## config.mk

```make
export PLATFORM = sky130hd
export DESIGN_NAME = pm_control
export DESIGN_NICKNAME = d
export VERILOG_FILES = /design/src/rtl/pm_control.sv
export SDC_FILE = /design/constraint.sdc
export NUM_CORES = 1
export LEC_CHECK = 0
export BUFFER_PORTS_ARGS = -buffer_cell sky130_fd_sc_hd__buf_2
export CAP_MARGIN = 20
export CELL_PAD_IN_SITES_DETAIL_PLACEMENT = 1
export CELL_PAD_IN_SITES_GLOBAL_PLACEMENT = 2
export CORE_AREA = 5 5 87 73
export DETAILED_ROUTE_END_ITERATION = 8
export DIE_AREA = 0 0 92 78
export GPL_TIMING_DRIVEN = 1
export PLACE_DENSITY = 0.86
export SKIP_CTS_REPAIR_TIMING = 1
export SKIP_LAST_GASP = 1
export SYNTH_ARGS = -nofsm -noshare
export SYNTH_HDL_FRONTEND = slang
export SYNTH_SLANG_ARGS = --single-unit
```

## constraint.sdc

```tcl
create_clock -name Clock -period 2 [get_ports Clock]
set_input_delay 0.3 -clock Clock [delete_from_list [all_inputs] [get_ports Clock]]
set_output_delay 0.3 -clock Clock [all_outputs]
set_load 0.01 [all_outputs]
```

## src/rtl/pm_control.sv

```systemverilog
// rtl/pm_control.sv - picoMips multi-cycle sequencer: fetch/decode/exec FSM driving ALU, register file and PC
// Strobes are registered so they are glitch-free and high only during EXEC.
module pm_control #(
  parameter int PW = 6
) (
  input  logic          Clock,
  input  logic          nReset,
  input  logic [15:0]   Instr,
  input  logic [7:0]    ACC,
  input  logic          Go,
  output logic [PW-1:0] PC,
  output logic [7:0]    Imm,
  output logic [2:0]    RegAddr,
  output logic          RegWE,
  output logic          WE,
  output logic          SelSW,
  output logic          SelImm,
  output logic          SelRegData,
  output logic          UseMul,
  output logic          UseACC,
  output logic          Halted
);

  typedef enum logic [2:0] {
    S_FETCH   = 3'd0,
    S_DECODE  = 3'd1,
    S_EXEC    = 3'd2,
    S_WAIT_HI = 3'd3,
    S_WAIT_LO = 3'd4,
    S_HALT    = 3'd5
  } state_t;

  localparam logic [3:0] OP_NOP    = 4'h0;
  localparam logic [3:0] OP_LDI    = 4'h1;
  localparam logic [3:0] OP_LDSW   = 4'h2;
  localparam logic [3:0] OP_LDR    = 4'h3;
  localparam logic [3:0] OP_ADDI   = 4'h4;
  localparam logic [3:0] OP_ADDR   = 4'h5;
  localparam logic [3:0] OP_ADDSW  = 4'h6;
  localparam logic [3:0] OP_MULI   = 4'h7;
  localparam logic [3:0] OP_STR    = 4'h8;
  localparam logic [3:0] OP_JMP    = 4'h9;
  localparam logic [3:0] OP_BZ     = 4'hA;
  localparam logic [3:0] OP_BNEG   = 4'hB;
  localparam logic [3:0] OP_WAITGO = 4'hC;
  localparam logic [3:0] OP_HALT   = 4'hF;

  // Strobe vector order: {RegWE, WE, SelSW, SelImm, SelRegData, UseMul, UseACC}
  function automatic logic [6:0] decode_strobes(input logic [3:0] op);
    logic [6:0] s;
    case (op)
      OP_LDI:   s = 7'b0101000;
      OP_LDSW:  s = 7'b0110000;
      OP_LDR:   s = 7'b0100100;
      OP_ADDI:  s = 7'b0101001;
      OP_ADDR:  s = 7'b0100101;
      OP_ADDSW: s = 7'b0110001;
      OP_MULI:  s = 7'b0100011;
      OP_STR:   s = 7'b1000000;
      default:  s = 7'b0000000;
    endcase
    return s;
  endfunction

  state_t        state_q, state_d;
  logic [PW-1:0] pc_q, pc_d;
  logic [15:0]   ir_q, ir_d;
  logic [6:0]    strb_q, strb_d;
  logic          armed_q, armed_d;
  logic [3:0]    op;
  logic [PW-1:0] pc_inc;
  logic [PW-1:0] target;
  logic          unused_rsvd;

  assign op          = ir_q[15:12];
  assign pc_inc      = pc_q + PW'(1);
  assign target      = ir_q[PW-1:0];
  assign unused_rsvd = ir_q[11];

  always_ff @(posedge Clock or negedge nReset) begin
    if (!nReset) begin
      state_q <= S_FETCH;
      pc_q    <= '0;
      ir_q    <= '0;
      strb_q  <= '0;
      armed_q <= 1'b0;
    end else begin
      state_q <= state_d;
      pc_q    <= pc_d;
      ir_q    <= ir_d;
      strb_q  <= strb_d;
      armed_q <= armed_d;
    end
  end

  always_comb begin
    state_d = state_q;
    pc_d    = pc_q;
    ir_d    = ir_q;
    strb_d  = '0;
    armed_d = armed_q;
    case (state_q)
      S_FETCH: state_d = S_DECODE;
      S_DECODE: begin
        ir_d    = Instr;
        strb_d  = decode_strobes(Instr[15:12]);
        state_d = S_EXEC;
      end
      S_EXEC: begin
        state_d = S_FETCH;
        case (op)
          OP_JMP:  pc_d = target;
          OP_BZ:   pc_d = (ACC == 8'h00) ? target : pc_inc;
          OP_BNEG: pc_d = ACC[7] ? target : pc_inc;
          OP_WAITGO: begin
            // Go must be seen low before a press counts, so a held button is ignored.
            armed_d = 1'b0;
            state_d = S_WAIT_HI;
          end
          OP_HALT: state_d = S_HALT;
          default: pc_d = pc_inc;
        endcase
      end
      S_WAIT_HI: begin
        if (!Go) armed_d = 1'b1;
        if (armed_q && Go) state_d = S_WAIT_LO;
      end
      S_WAIT_LO: begin
        if (!Go) begin
          pc_d    = pc_inc;
          state_d = S_FETCH;
        end
      end
      S_HALT:  state_d = S_HALT;
      default: state_d = S_FETCH;
    endcase
  end

  assign PC      = pc_q;
  assign Imm     = ir_q[7:0];
  assign RegAddr = ir_q[10:8];
  assign {RegWE, WE, SelSW, SelImm, SelRegData, UseMul, UseACC} = strb_q;
  assign Halted  = (state_q == S_HALT);

endmodule
```

==> results of run 1 <==
metal layers:
layer | global-route usage [%] | share of wire [%] | up-vias
li1 | - | - | 594
met1 | 14.2 | 47 | 584
met5 | 0 | 0 | -
met4 | 3.56 | 0.76 | 0
met3 | 4.84 | 8.0 | 5
met2 | 17.0 | 45 | 38
layout make-up:
type                            instances  area, um^2
Timing Repair Buffer                   55         300
Fill cell                             618        3380
Sequential cell                        32         801
Tap cell                               65        81.3
Clock inverter                          2        10.0
Inverter                                2        7.51
Multi-Input combinational cell         93         684
Clock buffer                            6        82.6
where the power goes:
group	internal [W]	switching, W
Sequential	0.000912	0.000261
Clock	0.000274	0.000239
Combinational	0.000661	0.000612
Total	0.00185	0.00111
per-stage QoR:
step | instance area [um^2] | setup slack [ns] | power (W) | cells
6_report | 1970 | 0.146 | 0.00296 | 255
5_1_grt | 1970 | 0.0122 | 0.00320 | 255
4_1_cts | 1960 | 0.142 | 0.00301 | 255
3_5_place_dp | 1870 | 0.0121 | 0.00249 | 247
3_3_place_gp | 1870 | 0.0794 | 0.00243 | 247
2_1_floorplan | 1600 | 0.213 | 0.00216 | 144
Yosys cell counts (all sizes together):
| master | number | area share (%) |
|---|---|---|
| a2111oi | 1 | 1.7 |
| a211oi | 1 | 0.47 |
| a21o | 1 | 0.47 |
| a21oi | 2 | 0.62 |
| a22oi | 2 | 0.94 |
| a31o | 1 | 0.55 |
| a31oi | 2 | 0.78 |
| and2 | 1 | 0.39 |
| and3 | 3 | 1.2 |
| and3b | 1 | 0.55 |
| buf | 17 | 7.3 |
| dfrtp | 32 | 50 |
| ha | 1 | 0.78 |
| inv | 2 | 0.47 |
| mux2 | 15 | 11 |
| mux2i | 2 | 1.2 |
| nand2 | 11 | 2.6 |
| nand2b | 3 | 1.2 |
| nand3 | 4 | 1.2 |
| nand3b | 2 | 0.94 |
| nand4 | 1 | 0.39 |
| nand4b | 1 | 0.55 |
| nor2 | 9 | 2.1 |
| nor2b | 1 | 0.39 |
| nor3 | 4 | 1.2 |
| nor3b | 3 | 1.4 |
| nor4 | 3 | 1.6 |
| nor4b | 2 | 1.1 |
| nor4bb | 1 | 0.62 |
| o211ai | 1 | 0.47 |
| o21ai | 2 | 0.62 |
| o21bai | 2 | 0.94 |
| o22ai | 2 | 0.78 |
| o311ai | 1 | 0.55 |
| or2 | 2 | 0.78 |
| or4 | 1 | 0.47 |
| xnor2 | 1 | 0.55 |
| xor2 | 3 | 1.6 |
worst max-delay path, stage by stage (launching register included):
cell and delay, ns:
dfrtp_1 0.52, nand4b_1 0.22, nor3_1 0.07, buf_4 0.16
or2_1 0.29, or4_1 0.41, o211ai_1 0.10
final timing paths:
check	startpoint	to	slack (ns)	depth (start not counted)
max	state_q[2]	PC[4]	0.15	6
min	nReset	state_q[0]	0.07	1
max reg2reg	state_q[2]	PC[4]	0.15	6
min reg2reg	ir_q[10]	ir_q[10]	0.50	1
max in group asynchronous	nReset	ir_q[14]	1.46	1
min in group Clock	Instr[15]	strb_q[3]	0.25	2
state kept, by name, indices dropped and copies added, names as in the netlist:
name	flops
ir_q	15
strb_q	7
PC	6
state_q	3
armed_q	1
cell families (layout without fill, tap and decap cells):
kind of cell,after synthesis,in the layout,share of synthesized area (%)
compound gates,18,18,8.89
xor+xnor,4,4,2.18
fa+ha+maj,1,1,0.780
buf+inv,19,65,7.80
flops,32,32,49.9
mux,17,17,11.8
simple gates,53,53,18.6
==> key figures, run 1 <==
Job
  • Max Cap Violations: 0

Routing
  • DR vias: roughly 1.2k
  • 1st-iter DRT viols: 20
  • Routed Antenna Nets: 0
  • Final wirelength: 3830 um
  • DR WL/cell: 15.0 um
  • DR vias/cell: ~4.8
  • # DRC: 0
  • DR pass1 iterations: 4

Yosys
  • Synth Register Bits: 32
  • Register area share after synthesis: between 40 and 50%
  • Syn Area/Cell: between 10 and 15 um^2
  • Mapped Area: 0.00160 mm^2
  • Cells after Synth: approximately 140
  • Mapped Nets: 172
  • Ys Warns: 0
  • Distinct cells, synth: 44

Timing
  • Final Hold Viols: 0
  • Hold slack: between 0.07 and 0.08 ns
  • Post-Route Skew: around 0.0061 ns
  • Tmin final: approximately 1.9 ns
  • RSZ-0062 raised after global routing: no
  • Final Setup Violations: 0
  • Worst-Margin Slew: ~0.72 ns
  • Max Freq: approximately 540 MHz
  • Tcrit/Tclk final: a little over 90%
  • Sum Neg Setup Slack: 0 ns
  • Slew margin rel.: 51.9%
  • Count of pins over their slew limit: 0

Final layout
  • N_diodes: 0
  • Final core occ: approximately 37%
  • Final nets: 217
  • Commonest non-fill, non-tap cell in the layout: buf_2
  • Area growth syn-to-layout: 22.6%
  • Commonest cells after routing, fill and taps aside: buf_2, dfrtp_1, mux2_2, nand2_1, nor2_1
  • Share of layout cells above drive strength 1: a little over two fifths

Run status
  • Outcome: finished, final reports clean

GRT
  • Number of global-route vias before repair: about 1.3k
  • Total GRT Usage: 11.1%
  • Initial antenna violation count: 0
  • First-pass GRT wire length: roughly 6400 um
  • GR Overflow Total: 0
  • Largest net degree at the start of global routing: 33

Worst setup path
  • Worst EP required: roughly 2.2 ns
  • Critical Setup Path Class: reg -> reg
  • Crit path DAT: slightly above 2 ns
  • Worst setup SP type: flip-flop
  • Critical Path Fanout Max: 11
  • Worst setup EP type: flip-flop

Floorplan
  • Placeable Area: between 0.005 and 0.006 mm^2
  • Io pins: between 50 and 60
  • Die W: 92 um
  • Row cnt: 24
  • Die height: between 70 and 80 um
  • Starting Density: between 30% and 40%
  • Die area: 0.00718 mm^2

Clocking
  • CTS tree: done
  • Num Clock Sinks: 32
  • Latest clock arrival within the worst-skew pair: 0.28 ns
  • Num CTS Buffers: 5
  • CTS max path bufs: 2
  • CTS root buf: clkbuf_8
  • H-tree levels: 2
  • Clk slew on worst S/H paths: approximately 0.070 ns

Placed design
  • Gp weighted congestion: approximately 0.75
  • HPWL Detailed: about 3000 um
  • Port Buffers: 50

Power
  • P per Cell Area: between 1500 and 2000 mW/mm^2
  • Max VDD drop: about 0.72 mV
  • Leak: 0.916 nW

Worst hold path
  • Min-Delay Path Class: in -> async
Note: power is estimated with default switching activity, not from simulation.
==> run 2: changes to the inputs <==
--- a/config.mk
+++ b/config.mk
@@ -13,9 +13,10 @@
 export DETAILED_ROUTE_END_ITERATION = 8
 export DIE_AREA = 0 0 92 78
 export GPL_TIMING_DRIVEN = 1
-export PLACE_DENSITY = 0.86
+export PLACE_DENSITY = 0.89
 export SKIP_CTS_REPAIR_TIMING = 1
 export SKIP_LAST_GASP = 1
+export SLEW_MARGIN = 20
 export SYNTH_ARGS = -nofsm -noshare
 export SYNTH_HDL_FRONTEND = slang
 export SYNTH_SLANG_ARGS = --single-unit
==> run 2 against run 1 <==
Effect of this change:
- core utilization stayed put
- final area stayed put
- via count is 2.2% higher
- non-clock buffer count stayed put
- global-route usage is 0.17 points higher
- die area stayed put
- critical path type unchanged
- largest cell class unchanged
- highest routed layer unchanged
==> key figures, run 2 (same netlist as run 1, synthesis figures left out) <==
GRT
  • GR Overflow Total: 0 (unchanged)
  • Largest net degree at the start of global routing: 33 (unchanged)
  • First-pass GRT wire length: 6470 um (+1.2%)
  • Initial antenna violation count: 0 (unchanged)
  • Total GRT Usage: 11.3% (+0.17 points)
  • Number of global-route vias before repair: 1,366 (+5.6%)

Floorplan
  • Die height: 78 um (unchanged)
  • Io pins: 52 (unchanged)
  • Placeable Area: 0.00535 mm^2 (unchanged)
  • Starting Density: 30.0% (unchanged)
  • Die area: 0.00718 mm^2 (unchanged)
  • Row cnt: 24 (unchanged)
  • Die W: 92 um (unchanged)

Final layout
  • Largest register FFs: 15 (unchanged)
  • Commonest cells after routing, fill and taps aside: buf_2, dfrtp_1, mux2_2, nand2_1, nor2_1
  • N_diodes: 0 (unchanged)
  • Area growth syn-to-layout: 22.6% (unchanged)
  • Final instance area: 0.00197 mm^2 (unchanged)
  • Register with the most flip-flops: ir_q
  • Share of layout cells above drive strength 1: 43.7% (unchanged)
  • Final nets: 217 (unchanged)
  • Final core occ: 36.8% (unchanged)
  • Commonest non-fill, non-tap cell in the layout: buf_2

Timing
  • Sum Neg Setup Slack: 0 ns (unchanged)
  • Final Hold Viols: 0 (unchanged)
  • Max Freq: 527 MHz (-2.3%)
  • Post-Route Skew: 0.00618 ns (+0.0000636 ns)
  • Worst-Margin Slew: 0.757 ns (+0.0361 ns)
  • Tmin final: 1.90 ns (+0.0427 ns)
  • Slew margin rel.: 49.5% (-2.4 points)
  • Tcrit/Tclk final: 94.8% (+2.1 points)
  • RSZ-0062 raised after global routing: yes
  • Final Setup Violations: 0 (unchanged)
  • Count of pins over their slew limit: 0 (unchanged)

Worst setup path
  • R2r endpoint: PC[4]
  • Worst setup EP type: flip-flop
  • Worst setup SP type: flip-flop
  • Worst EP required: 2.20 ns (about the same)
  • Crit path DAT: 2.09 ns (+0.04 ns)
  • Critical Path Fanout Max: 11 (unchanged)
  • Critical Setup Path Class: reg -> reg
  • R2R Setup Slk: 0.10 ns (-0.04 ns)
  • Worst Reg2Reg Path Length in Cells: 6 (unchanged)
  • FF-to-FF Start: state_q[2]

Routing
  • DR vias/cell: 4.89 (+2.2%)
  • DR WL/cell: 15.1 um (+0.97%)
  • 1st-iter DRT viols: 17 (-15%)
  • Routed Antenna Nets: 0 (unchanged)
  • Final wirelength: 3860 um (+0.97%)
  • # DRC: 0 (unchanged)
  • DR pass1 iterations: 3 (-1)
  • DR vias: 1,248 (+2.2%)

Placed design
  • Gp weighted congestion: 0.739 (-1.6%)
  • Port Buffers: 50 (unchanged)
  • DP Area: 0.00187 mm^2 (unchanged)
  • HPWL Detailed: 2880 um (-3.1%)

Worst hold path
  • Min-Delay Path Class: in -> async

Clocking
  • CTS max path bufs: 2 (unchanged)
  • H-tree levels: 2 (unchanged)
  • CTS tree: done
  • Num CTS Buffers: 5 (unchanged)
  • Num Clock Sinks: 32 (unchanged)
  • Clk slew on worst S/H paths: 0.07 ns (about the same)
  • CTS root buf: clkbuf_8
  • Latest clock arrival within the worst-skew pair: 0.28 ns (about the same)

Power
  • P per Cell Area: 1520 mW/mm^2 (+0.79%)
  • Max VDD drop: 0.577 mV (-19%)
  • Leak: 0.916 nW (about the same)

Job
  • Max Cap Violations: 0 (unchanged)

Run status
  • Outcome: finished, final reports clean
run 2: cell counts in the layout (fill, tap and decap cells not counted):
Identical to the previous run, type by type.
run 2: layout make-up:
class,instances,area (um^2)
clock buffer,6,82.6
clock inverter,2,10.0
fill,627,3380
inverter,2,7.51
multi-input combinational,93,684
sequential,32,801
tap,65,81.3
timing repair buffer,55,300
run 2: per-stage QoR:
stage / setup WS [ns] / power (W) / std cells / hold WS, ns
floorplan: 0.213 / 0.00216 / 144 / 0.00441
global placement: 0.0602 / 0.00244 / 247 / 0.405
detailed placement: 0.0247 / 0.00250 / 247 / 0.419
CTS: 0.0914 / 0.00304 / 255 / 0.109
global route: -0.0148 / 0.00323 / 255 / 0.150
finish: 0.104 / 0.00298 / 255 / 0.0833
run 2: power breakdown:
group | leakage (nW) | switching [W] | internal (W) | total [W]
Combinational | 0.480 | 0.000624 | 0.000661 | 0.00128
Clock | 0.0510 | 0.000246 | 0.000275 | 0.000520
Sequential | 0.385 | 0.000266 | 0.000911 | 0.00118
Total | 0.916 | 0.00114 | 0.00185 | 0.00298
run 2: worst max-delay path by stage:
stage	start	end	slack, ns	cells after the start
detailed placement	ACC[2]	PC[3]	0.02	7
global placement	ACC[2]	PC[3]	0.06	7
global route	state_q[2]	PC[4]	-0.01	6
finish	state_q[2]	PC[4]	0.10	6
CTS	state_q[2]	PC[4]	0.09	6
floorplan	ir_q[12]	PC[3]	0.21	6
run 2: layer usage:
metal  share of wire (%)  global-route usage, %  routed length (um)
met1                  44                   13.8                1680
met2                  48                   18.6                1850
met3                 8.2                   4.74                 316
met4                0.44                   2.67                  17
met5                   0                      0                   0
run 2: worst max-delay path, stage by stage (launching register included):
cell and delay [ns]:
dfrtp_1 0.53, nand4b_1 0.23, nor3_1 0.08, buf_4 0.16
or2_1 0.29, or4_1 0.41, o211ai_1 0.11
==> run 3: changes to the inputs <==
--- a/config.mk
+++ b/config.mk
@@ -14,6 +14,7 @@
 export DIE_AREA = 0 0 92 78
 export GPL_TIMING_DRIVEN = 1
 export PLACE_DENSITY = 0.89
+export RECOVER_POWER = 100
 export SKIP_CTS_REPAIR_TIMING = 1
 export SKIP_LAST_GASP = 1
 export SLEW_MARGIN = 20
==> run 3 against run 2 <==
Effect of this change:
- flip-flop and latch count stayed put
- via count is 0.16% lower
- highest routed layer unchanged
- die area stayed put
- critical path type unchanged
- register-to-register slack hardly changed
==> key figures, run 3 (same netlist as run 1, synthesis figures left out) <==
Routing
  • DR pass1 iterations: 2 (-1)
  • 1st-iter DRT viols: 14 (-3)
  • Final wirelength: 3920 um (+1.4%)
  • DR WL/cell: 15.4 um (+1.4%)
  • DR vias: 1,246 (-0.16%)
  • Routed Antenna Nets: 0 (unchanged)
  • # DRC: 0 (unchanged)
  • DR vias/cell: 4.89 (-0.16%)

Floorplan
  • Die W: 92 um (unchanged)
  • Io pins: 52 (unchanged)
  • Die area: 0.00718 mm^2 (unchanged)
  • Placeable Area: 0.00535 mm^2 (unchanged)
  • Die height: 78 um (unchanged)
  • Row cnt: 24 (unchanged)
  • Starting Density: 30.0% (unchanged)

Final layout
  • Commonest cells after routing, fill and taps aside: dfrtp_1, clkbuf_1, buf_2, mux2_2, nand2_1
  • Share of layout cells above drive strength 1: 30.5% (-13 points)
  • Register with the most flip-flops: ir_q
  • Commonest non-fill, non-tap cell in the layout: dfrtp_1
  • Largest register FFs: 15 (unchanged)
  • Area growth syn-to-layout: 20.7%
  • N_diodes: 0 (unchanged)
  • Final core occ: 36.2% (-0.59 points)
  • Final nets: 217 (unchanged)

Worst hold path
  • Min-Delay Path Class: in -> async

Clocking
  • Num CTS Buffers: 5 (unchanged)
  • CTS root buf: clkbuf_8
  • Num Clock Sinks: 32 (unchanged)
  • Clk slew on worst S/H paths: 0.07 ns (about the same)
  • CTS max path bufs: 2 (unchanged)
  • CTS tree: done
  • H-tree levels: 2 (unchanged)
  • Latest clock arrival within the worst-skew pair: 0.28 ns (about the same)

Run status
  • Outcome: finished, final reports clean

Power
  • Pwr Total: 0.00295 W (-1.1%)
  • Leak: 0.837 nW (-8.6%)
  • Max VDD drop: 0.584 mV (+1.2%)
  • P per Cell Area: 1520 mW/mm^2 (+0.46%)

Worst setup path
  • Worst path cell trace: nand4b_1, nor3_1, buf_4, or2_1, or4_1, o211ai_1
  • Worst setup EP type: flip-flop
  • Critical Setup Path Class: reg -> reg
  • Crit path DAT: 2.09 ns (about the same)
  • Worst EP required: 2.20 ns (about the same)
  • Worst-path cell with the longest stage delay: dfrtp_1
  • CP max stage delay: 0.52 ns (about the same)
  • Critical Path Fanout Max: 11 (unchanged)
  • Worst path top cell family by delay: simple AND/OR/NAND/NOR gates
  • Worst setup SP type: flip-flop
  • WP buf/inv: 1 (unchanged)

Timing
  • Tmin final: 1.90 ns (-0.000499 ns)
  • Worst-Margin Slew: 0.862 ns (+0.105 ns)
  • Final Setup Violations: 0 (unchanged)
  • Post-route setup slack: 0.104 ns (+0.000499 ns)
  • RSZ-0062 raised after global routing: yes
  • Hold slack: 0.120 ns (+0.0367 ns)
  • Tcrit/Tclk final: 94.8% (about the same)
  • Slew margin rel.: 42.5% (-7.0 points)
  • Sum Neg Setup Slack: 0 ns (unchanged)
  • Final Hold Viols: 0 (unchanged)
  • Post-Route Skew: 0.00624 ns (+0.0000610 ns)
  • Count of pins over their slew limit: 0 (unchanged)
  • Max Freq: 527 MHz (about the same)

Job
  • Max Cap Violations: 0 (unchanged)

GRT
  • Total GRT Usage: 11.3% (unchanged)
  • Number of global-route vias before repair: 1,366 (unchanged)
  • First-pass GRT wire length: 6470 um (unchanged)
  • Largest net degree at the start of global routing: 33 (unchanged)
  • Initial antenna violation count: 0 (unchanged)
  • GR Overflow Total: 0 (unchanged)

Placed design
  • Pre-CTS WS: 0.0247 ns (unchanged)
  • HPWL Detailed: 2880 um (unchanged)
  • Port Buffers: 50 (unchanged)
  • Gp weighted congestion: 0.739 (unchanged)
==> run 3: cell count changes in the layout (fill, tap and decap cells not counted) <==
cell | previous run | this run
buf_2 | 50 | 24
clkbuf_1 | 0 | 25
clkbuf_2 | 0 | 1
==> run 3: per-layer routing <==
metal / global-route usage, % / share of wire (%) / vias to the layer above
met5: 0 / 0 / -
met1: 13.8 / 44 / 619
met4: 2.67 / 0.36 / 0
met2: 18.6 / 47 / 35
li1: - / - / 588
met3: 4.74 / 8.6 / 4
==> run 3: final timing paths <==
path / from / to / slack [ns] / cells after the start
worst max-delay path: state_q[2] / PC[4] / 0.10 / 6
worst min-delay path: nReset / ir_q[10] / 0.12 / 1
worst max register to register: state_q[2] / PC[4] / 0.10 / 6
worst min register to register: ir_q[6] / ir_q[6] / 0.51 / 1
max in group asynchronous: nReset / ir_q[5] / 1.34 / 1
min in group Clock: Instr[1] / ir_q[1] / 0.25 / 2
==> run 3: power by group <==
part / internal [W] / total [W] / switching (W) / leakage, nW
clock: 0.000275 / 0.000522 / 0.000248 / 0.0510
combinational: 0.000611 / 0.00124 / 0.000631 / 0.401
sequential: 0.000911 / 0.00118 / 0.000273 / 0.385
total: 0.00180 / 0.00295 / 0.00115 / 0.837
==> run 3: per-stage QoR <==
step	cells	cell area, um^2
global placement	247	1870
finish	255	1940
detailed placement	247	1870
global route	255	1940
floorplan	144	1600
CTS	255	1960
==> run 3: final cells by class <==
| cell class | count | area (um^2) |
|---|---|---|
| inverters | 2 | 7.51 |
| flip-flops and latches | 32 | 801 |
| repair buffers | 55 | 269 |
| clock buffers | 6 | 82.6 |
| fillers | 628 | 3410 |
| well taps | 65 | 81.3 |
| multi-input cells | 93 | 684 |
| clock inverters | 2 | 10.0 |
